**config.mk**
```make
export PLATFORM = sky130hd
export DESIGN_NAME = axi_dma_item_fifo
export DESIGN_NICKNAME = d
export VERILOG_FILES = /design/src/rtl/axi_dma_item_fifo.sv
export SDC_FILE = /design/constraint.sdc
export NUM_CORES = 1
export LEC_CHECK = 0
export CELL_PAD_IN_SITES_DETAIL_PLACEMENT = 0
export CELL_PAD_IN_SITES_GLOBAL_PLACEMENT = 1
export CORE_AREA = 2 2 429 537
export DETAILED_ROUTE_END_ITERATION = 8
export DIE_AREA = 0 0 431 539
export PLACE_DENSITY = 0.53
export SETUP_SLACK_MARGIN = 0.2
export SLEW_MARGIN = 20
export SYNTH_ARGS = -nofsm -noshare
export SYNTH_HDL_FRONTEND = slang
export SYNTH_SLANG_ARGS = --single-unit
```
**constraint.sdc**
```tcl
create_clock -name clk -period 21.1 [get_ports clk]
set_clock_uncertainty 0.1 [all_clocks]
set_input_delay 3.165 -clock clk [delete_from_list [all_inputs] [get_ports clk]]
set_output_delay 3.165 -clock clk [all_outputs]
set_load 0.05 [all_outputs]
```
**src/rtl/axi_dma_item_fifo.sv**
```systemverilog
// First-word-fall-through item FIFO feeding an AXI-Stream master from a producer
// that cannot be stalled; items arriving while full are dropped and counted.
module axi_dma_item_fifo #(
   parameter int TDATA_WIDTH = 128,
   parameter int DEPTH_LOG2  = 4
) (
   input  logic                   clk,
   input  logic                   rst,
   input  logic                   s_item_valid,
   input  logic [TDATA_WIDTH-1:0] s_item_data,
   input  logic                   flush,
   input  logic                   overflow_clear,
   input  logic                   m_axis_tready,
   output logic                   m_axis_tvalid,
   output logic [TDATA_WIDTH-1:0] m_axis_tdata,
   output logic [DEPTH_LOG2:0]    fill_level,
   output logic                   full,
   output logic [31:0]            overflow_count
);

   localparam int unsigned         DEPTH     = 2 ** DEPTH_LOG2;
   localparam logic [DEPTH_LOG2:0] DEPTH_LVL = DEPTH[DEPTH_LOG2:0];
   localparam logic [31:0]         CNT_MAX   = 32'hFFFF_FFFF;

   logic [TDATA_WIDTH-1:0] mem [DEPTH];
   logic [DEPTH_LOG2-1:0]  wr_ptr;
   logic [DEPTH_LOG2-1:0]  rd_ptr;
   logic [DEPTH_LOG2:0]    level;
   logic [31:0]            ovf_cnt;

   logic not_empty;
   logic is_full;
   logic push;
   logic pop;
   logic drop;

   // Status is derived from registered state only, so no input reaches an output combinationally.
   assign not_empty = (level != '0);
   assign is_full   = (level == DEPTH_LVL);

   // A pop frees the slot in the same cycle, so a full FIFO still accepts when draining.
   assign pop  = not_empty & m_axis_tready;
   assign push = s_item_valid & (~is_full | pop);
   // Items discarded by a flush are not overflow drops.
   assign drop = s_item_valid & ~push & ~flush;

   // NOTE: storage has no reset; contents are only observable while level says they are valid.
   always_ff @(posedge clk) begin
      if (push) begin
         mem[wr_ptr] <= s_item_data;
      end
   end

   // NOTE: sequential state uses non-blocking assignments so every register samples pre-edge values.
   always_ff @(posedge clk) begin
      if (rst) begin
         wr_ptr <= '0;
         rd_ptr <= '0;
         level  <= '0;
      end else if (flush) begin
         wr_ptr <= '0;
         rd_ptr <= '0;
         level  <= '0;
      end else begin
         if (push) wr_ptr <= wr_ptr + 1'b1;
         if (pop)  rd_ptr <= rd_ptr + 1'b1;
         unique case ({push, pop})
            2'b10:   level <= level + 1'b1;
            2'b01:   level <= level - 1'b1;
            default: level <= level;
         endcase
      end
   end

   // Clear and drop in the same cycle leaves a count of one, so that drop is not lost.
   always_ff @(posedge clk) begin
      if (rst) begin
         ovf_cnt <= '0;
      end else if (overflow_clear) begin
         ovf_cnt <= {31'b0, drop};
      end else if (drop && (ovf_cnt != CNT_MAX)) begin
         ovf_cnt <= ovf_cnt + 32'd1;
      end
   end

   assign m_axis_tvalid  = not_empty;
   assign m_axis_tdata   = mem[rd_ptr];
   assign fill_level     = level;
   assign full           = is_full;
   assign overflow_count = ovf_cnt;

endmodule

```
# Word-level counts from Yosys, hierarchy flattened
# Memories as Yosys holds them, arrays and structs flattened. A register that Yosys moved wholly into a read port is not among the register bits.
# Index checks and enable logic that the tools add are counted.
# classes
addsub	5
n_eq_ne	4
n_mux	7
n_bitwise	8
reduce_logical	6
# op_table
op	count
32-bit by 1-bit adder with 32-bit output (second input constant)	1
32-bit inequality test (second input constant)	1
5-bit case mux with 2 select lines	1
4-bit by 1-bit adder with 4-bit output (second input constant)	2
4-bit two-way mux	2
5-bit by 1-bit adder with 5-bit output (second input constant)	1
5-bit equality test (second input constant)	1
5-bit nonzero test	1
5-bit by 1-bit subtractor with 5-bit output (second input constant)	1
1-bit bitwise AND	4
1-bit two-way mux	4
2-bit nonzero test	2
2-bit OR reduction	2
1-bit NOT	3
2-bit by 1-bit equality test with 1-bit output (second input constant)	1
2-bit equality test (second input constant)	1
1-bit logical AND	1
1-bit bitwise OR	1
# totals
reg_bits	45
mem_bits_rw	2048
in_bits	134
out_inout_bits	167
n_memories	1
# memory_table
name	depth	width	read_ports	rd_clocked_by_memory_dff	write_ports	line_no	text
mem	16	128	1	1	1	25	logic [TDATA_WIDTH-1:0] mem [DEPTH];

# Logic depth before layout (Yosys ltp)
# depth
word_depth	10
ltp_mapped	11

# Least setup slack after synthesis
# OpenSTA, ideal clock, no wires.
# synth_path
path_kind	input -> register
start	in m_axis_tready
end	mem mem[3][0], enable pin
setup_time_ns	0.772
arrival_time_ns	12.295
required_time_ns	20.228
slack_ns	7.933
path_stages	4
path_buffers	0
cell_sequence	nand2b_1 > o21a_1 > nand2_1 > nor3_1
# synth_via
elab_chain_len	5
# synth_lines
item	line_no	text
start: declaration	13	input logic m_axis_tready,
1-bit bitwise AND	42	assign pop = not_empty & m_axis_tready;
1-bit bitwise OR	43	assign push = s_item_valid & (~is_full | pop);
1-bit bitwise AND	43	
1-bit two-way mux	49	if (push) begin
1-bit two-way mux (implied by the code)	50	mem[wr_ptr] <= s_item_data;
end: declaration	25	
# Every way passes these cells.

==> out/results.env <==
RR_ENDPOINT='mem[2][95]'
HPWLAFTERDP_MICRONS=95500
FINAL-MAX-SLEW-VIOLATION-COUNT=0
SYNTHMUXAREASHARE=0.180
MULTIINPUTGATEAREA_SQ_MM=0.0162
SYNTH_EDF_COUNT=2048
TIMING.CRITICAL_PATH.ARRIVAL_NS=6.14
NUMCLOCKSINKS=2097
POST_CTS_RESIZED=0
MAPPEDNETLISTAREA_SQ_MM=0.0792
DETAIL_ROUTE.VIAS_PER_CELL=5.26
GRT_OVERALL_USAGE=0.170
START_UTIL=0.349
TOP_LEVEL_PORTS=301
CRITICAL_PATH_BUFFER_AND_INVERTER_COUNT=5
FILLERINSTANCES=19700
POST_SYNTH_XOR_AREA_FRACTION=0.00188
FINALPOWER_mW=8.58
YS_TYPES=55
POWER_LEAKAGE_nW=27.4
TRITONCTS.NUM_BUFFERS=218
TYPE_OF_THE_WORST_SETUP_PATH='reg2out'
DRT_DRC_VIOLATIONS_LEFT=0
DIE_HEIGHT_MICRONS=539
PLACEABLECOREAREA_SQ_MM=0.227
LAYOUT-AREA-OVERHEAD-VS-SYNTH_PCT=17.1
YOSYSSEQAREASHARE=0.789
SYNTH_TOP_FAMILY_BY_AREA='multiplexers'
STARTPOINT_TYPE='register'
WORST_SETUP_HOLD_PATH_CLK_SLEW_NS=0.06
FINAL-SEQ-AREA_SQ_MM=0.0625
CRITICAL_PATH.ENDPOINT_TYPE='primary output'
YOSYS.AREA_SHARE.SIMPLE=0.0113
LAYOUT_WORST_PATH_CYCLE_SHARE=0.446
SYNTH_FF_TYPE='sky130_fd_sc_hd__edfxtp_1'
CRITICAL_PATH.MAX_STAGE_DELAY_NS=0.99
CTS_HTREE_LEVELS=4
CTS_SETUP_BUFFERS=0
SYNTH_TOP_CELLS_BY_AREA='sky130_fd_sc_hd__edfxtp_1 78%, sky130_fd_sc_hd__mux4_2 18%, sky130_fd_sc_hd__dfxtp_1 1.2%, sky130_fd_sc_hd__clkbuf_1 0.44%, sky130_fd_sc_hd__mux2i_1 0.28%'
SYNTH_ADDER_AREA_SHARE=0.00167
WORST-R2R-SETUP-SLACK_NS=16.61
NETLIST_TOP_CELLS_COUNT='2048 x sky130_fd_sc_hd__edfxtp_1, 622 x sky130_fd_sc_hd__mux4_2, 93 x sky130_fd_sc_hd__clkbuf_1'
TIMING.FINAL.HOLD_VIOLATIONS=0
GRT_PASS1_WL_MICRONS=284000
LAYOUT-DRIVE-GT1-SHARE=0.264
FIN_NETS=3781
PLACEMENT_ROWS=196
FIRST_ITER_VIOLATIONS=3048
DIE_WIDTH_MICRONS=431
LAYOUT.CORE_UTILIZATION=0.408
FF2FF_PATH_DEPTH=7
YOSYS.AREA.TOP_TYPE='sky130_fd_sc_hd__edfxtp_1'
SYNTH_CELLS=3205
DIEAREA_SQ_MM=0.232
WORSTPATHCELLLIST='buf_4 > buf_4 > buf_4 > buf_16 > mux4_2 > mux4_2 > clkdlybuf4s50_1'
GRT_MAX_DEGREE=95
DETAIL_ROUTE.FIRST_PASS.ITERATIONS=5
AVGSYNTHCELLAREA_SQ_UM=24.7
TIMING_WORST_SLEW_PIN_VALUE_NS=1.03
CELLPOWERDENSITY_mW_PER_MM2=92.5
FINAL_PERIOD_MINUS_WORST_SETUP_SLACK_NS=9.40
YS_ASYNC_SR_FRACTION=0
GRT_OVERFLOW_TOTAL=0
FINAL.SETUP.TNS_NS=0
WHS_PATH_DEPTH=2
CTS_TREE='built'
ROUTED_WIRE_LENGTH_PER_INSTANCE_MICRONS=29.1
MAXCAPVIOLCOUNT=0
MIN_FROM='overflow_count[11]'
GRT_ANTENNA_BEFORE_REPAIR=37
YOSYS.AREA.TOP_TYPE_SHARE=0.776
CLOCK_TREE_ROOT='sky130_fd_sc_hd__clkbuf_16'
ROUTABILITYCONGESTION=0.706
MAX-SLEW-MARGIN-REL=0.312
ROUTE.ANTENNA.REMAINING_NETS=0
SETUP_VIOL=0
WORSTREG2REGSTART='fill_level[0]'
SYNTHESIS.NETS=3349
ROUTED_VIAS=35700
SYNTHMOSTINSTANTIATEDCELL='sky130_fd_sc_hd__edfxtp_1'
CLK-INSERTION-DELAY-LATE_NS=0.86
CRIT_FAMILY='buffers and inverters'
TIMING.CRITICAL_PATH.FANOUT_MAX=44
ROUTE.FINAL.WIRE_LENGTH_MICRONS=197000
RSZ0062_AT_GRT='no'
MAX_CLOCK_FREQ_MHz=106
CRIT_PATH_FREQUENT_CELL='sky130_fd_sc_hd__buf_4'
SYNTH_COMPOUND_AREA_FRAC=0.00856
TOTAL_NUMBER_OF_YOSYS_WARNINGS=0
YS_SEQ_ELEMENTS=2097
CRITICAL_PATH.SLOWEST_CELL='sky130_fd_sc_hd__dfxtp_4'
WORSTHOLDENDPOINT='overflow_count[11]'
IR_WORST_VDD_uV=66.9
CTS.HOLD.BUFFERS_ADDED=0
HOLDCRITPATHCLASS='reg2reg'
NUMPORTBUFFERS=300
CLOCK_PATH_BUFFERS=4
REQUIRED_NS=17.83
OUTCOME='complete, no violations'
FIRST_GLOBAL_VIAS=38000
-- layout by cell type (no fill, tap or decap), types with 7 or more instances in the layout --
master / netlist / routed
sky130_fd_sc_hd__edfxtp_1: 2048 / 2048
sky130_fd_sc_hd__mux4_2: 622 / 622
sky130_fd_sc_hd__clkdlybuf4s50_1: 0 / 300
sky130_fd_sc_hd__clkbuf_16: 0 / 219
sky130_fd_sc_hd__clkinv_1: 0 / 59
sky130_fd_sc_hd__buf_4: 0 / 59
sky130_fd_sc_hd__clkbuf_1: 93 / 50
sky130_fd_sc_hd__dfxtp_1: 49 / 45
sky130_fd_sc_hd__a21oi_1: 38 / 38
sky130_fd_sc_hd__clkinv_2: 0 / 27
sky130_fd_sc_hd__nor2_1: 38 / 26
sky130_fd_sc_hd__mux2i_1: 22 / 22
sky130_fd_sc_hd__a211oi_1: 21 / 21
sky130_fd_sc_hd__nand2_1: 21 / 21
sky130_fd_sc_hd__nor2b_1: 19 / 19
sky130_fd_sc_hd__nand3_1: 18 / 18
sky130_fd_sc_hd__or3_1: 13 / 13
sky130_fd_sc_hd__nor2_4: 0 / 12
sky130_fd_sc_hd__xnor2_1: 12 / 12
sky130_fd_sc_hd__bufinv_16: 0 / 12
sky130_fd_sc_hd__buf_12: 0 / 12
sky130_fd_sc_hd__nand4_1: 10 / 10
sky130_fd_sc_hd__o21ai_0: 10 / 10
sky130_fd_sc_hd__diode_2: 0 / 9
sky130_fd_sc_hd__inv_1: 9 / 9
sky130_fd_sc_hd__ha_1: 9 / 9
sky130_fd_sc_hd__or4_1: 7 / 7
sky130_fd_sc_hd__nor3_1: 11 / 7
sky130_fd_sc_hd__o21ai_1: 7 / 7
sky130_fd_sc_hd__clkinvlp_4: 0 / 7
-- worst reg2reg max path, stage by stage, from the launching register on --
cell and delay (ns):
sky130_fd_sc_hd__dfxtp_1 0.43, sky130_fd_sc_hd__or4_1 0.36, sky130_fd_sc_hd__o21a_1 0.37, sky130_fd_sc_hd__nand2_1 0.29
sky130_fd_sc_hd__nor3_2 0.21, sky130_fd_sc_hd__buf_4 0.71, sky130_fd_sc_hd__buf_4 0.80, sky130_fd_sc_hd__buf_4 0.80
-- report_power, final --
group / leakage (nW) / switching (mW) / internal (mW)
registers: 18.9 / 0.00837 / 4.60
logic: 5.27 / 0.221 / 0.137
clock network: 3.20 / 1.57 / 2.04
total: 27.4 / 1.80 / 6.78
-- worst max path at each step --
stage	slack, ns	cells past startpoint	endpoint
CTS	11.03	8	m_axis_tdata[76]
floorplan	7.93	4	mem[3][0]
global route	11.08	7	m_axis_tdata[41]
finish	11.70	7	m_axis_tdata[41]
detailed placement	11.96	8	m_axis_tdata[76]
global placement	11.85	8	m_axis_tdata[76]
-- metrics by stage --
stage | hold WS [ns] | setup slack (ns) | area, sq um | cells
6_report | 0.417 | 11.70 | 92800 | 6780
3_5_place_dp | 0.403 | 11.96 | 86100 | 6385
2_1_floorplan | 0.368 | 7.93 | 79200 | 3205
4_1_cts | 0.420 | 11.03 | 92700 | 6769
5_1_grt | 0.451 | 11.08 | 92800 | 6777
3_3_place_gp | 0.398 | 11.85 | 86100 | 6385
-- routing by layer --
layer	GRT usage	part of all wire
met5	0	0.0011
met4	0.0455	0.021
met3	0.0325	0.048
met2	0.278	0.49
met1	0.233	0.44
-- kinds of logic (layout without fill, tap and decap cells) --
| kind of cell | Yosys count | in the layout |
|---|---|---|
| AOI/OAI and AO/OA | 103 | 103 |
| buffers and inverters | 170 | 766 |
| and+or+nand+nor | 164 | 164 |
| DFF | 2097 | 2097 |
| muxes | 644 | 644 |
| other | 0 | 9 |
| xor gates and xnor gates | 17 | 17 |
| adders and majority gates | 10 | 10 |
-- state kept, by name, indices dropped and copies added, names as in the netlist, named ones only --
register	flops
mem	2048
fill_level	5
overflow_count	32
wr_ptr	4
rd_ptr	4
-- layout make-up --
class | count | area share
clock inverter | 115 | 0.0102
clock buffer | 269 | 0.0611
inverter | 9 | 0.000364
sequential | 2097 | 0.673
multi-input combinational | 938 | 0.174
antenna | 9 | 0.000243
timing repair buffer | 373 | 0.0403
tap | 2970 | 0.0400
No activity file was read; power rests on OpenSTA's default activity.
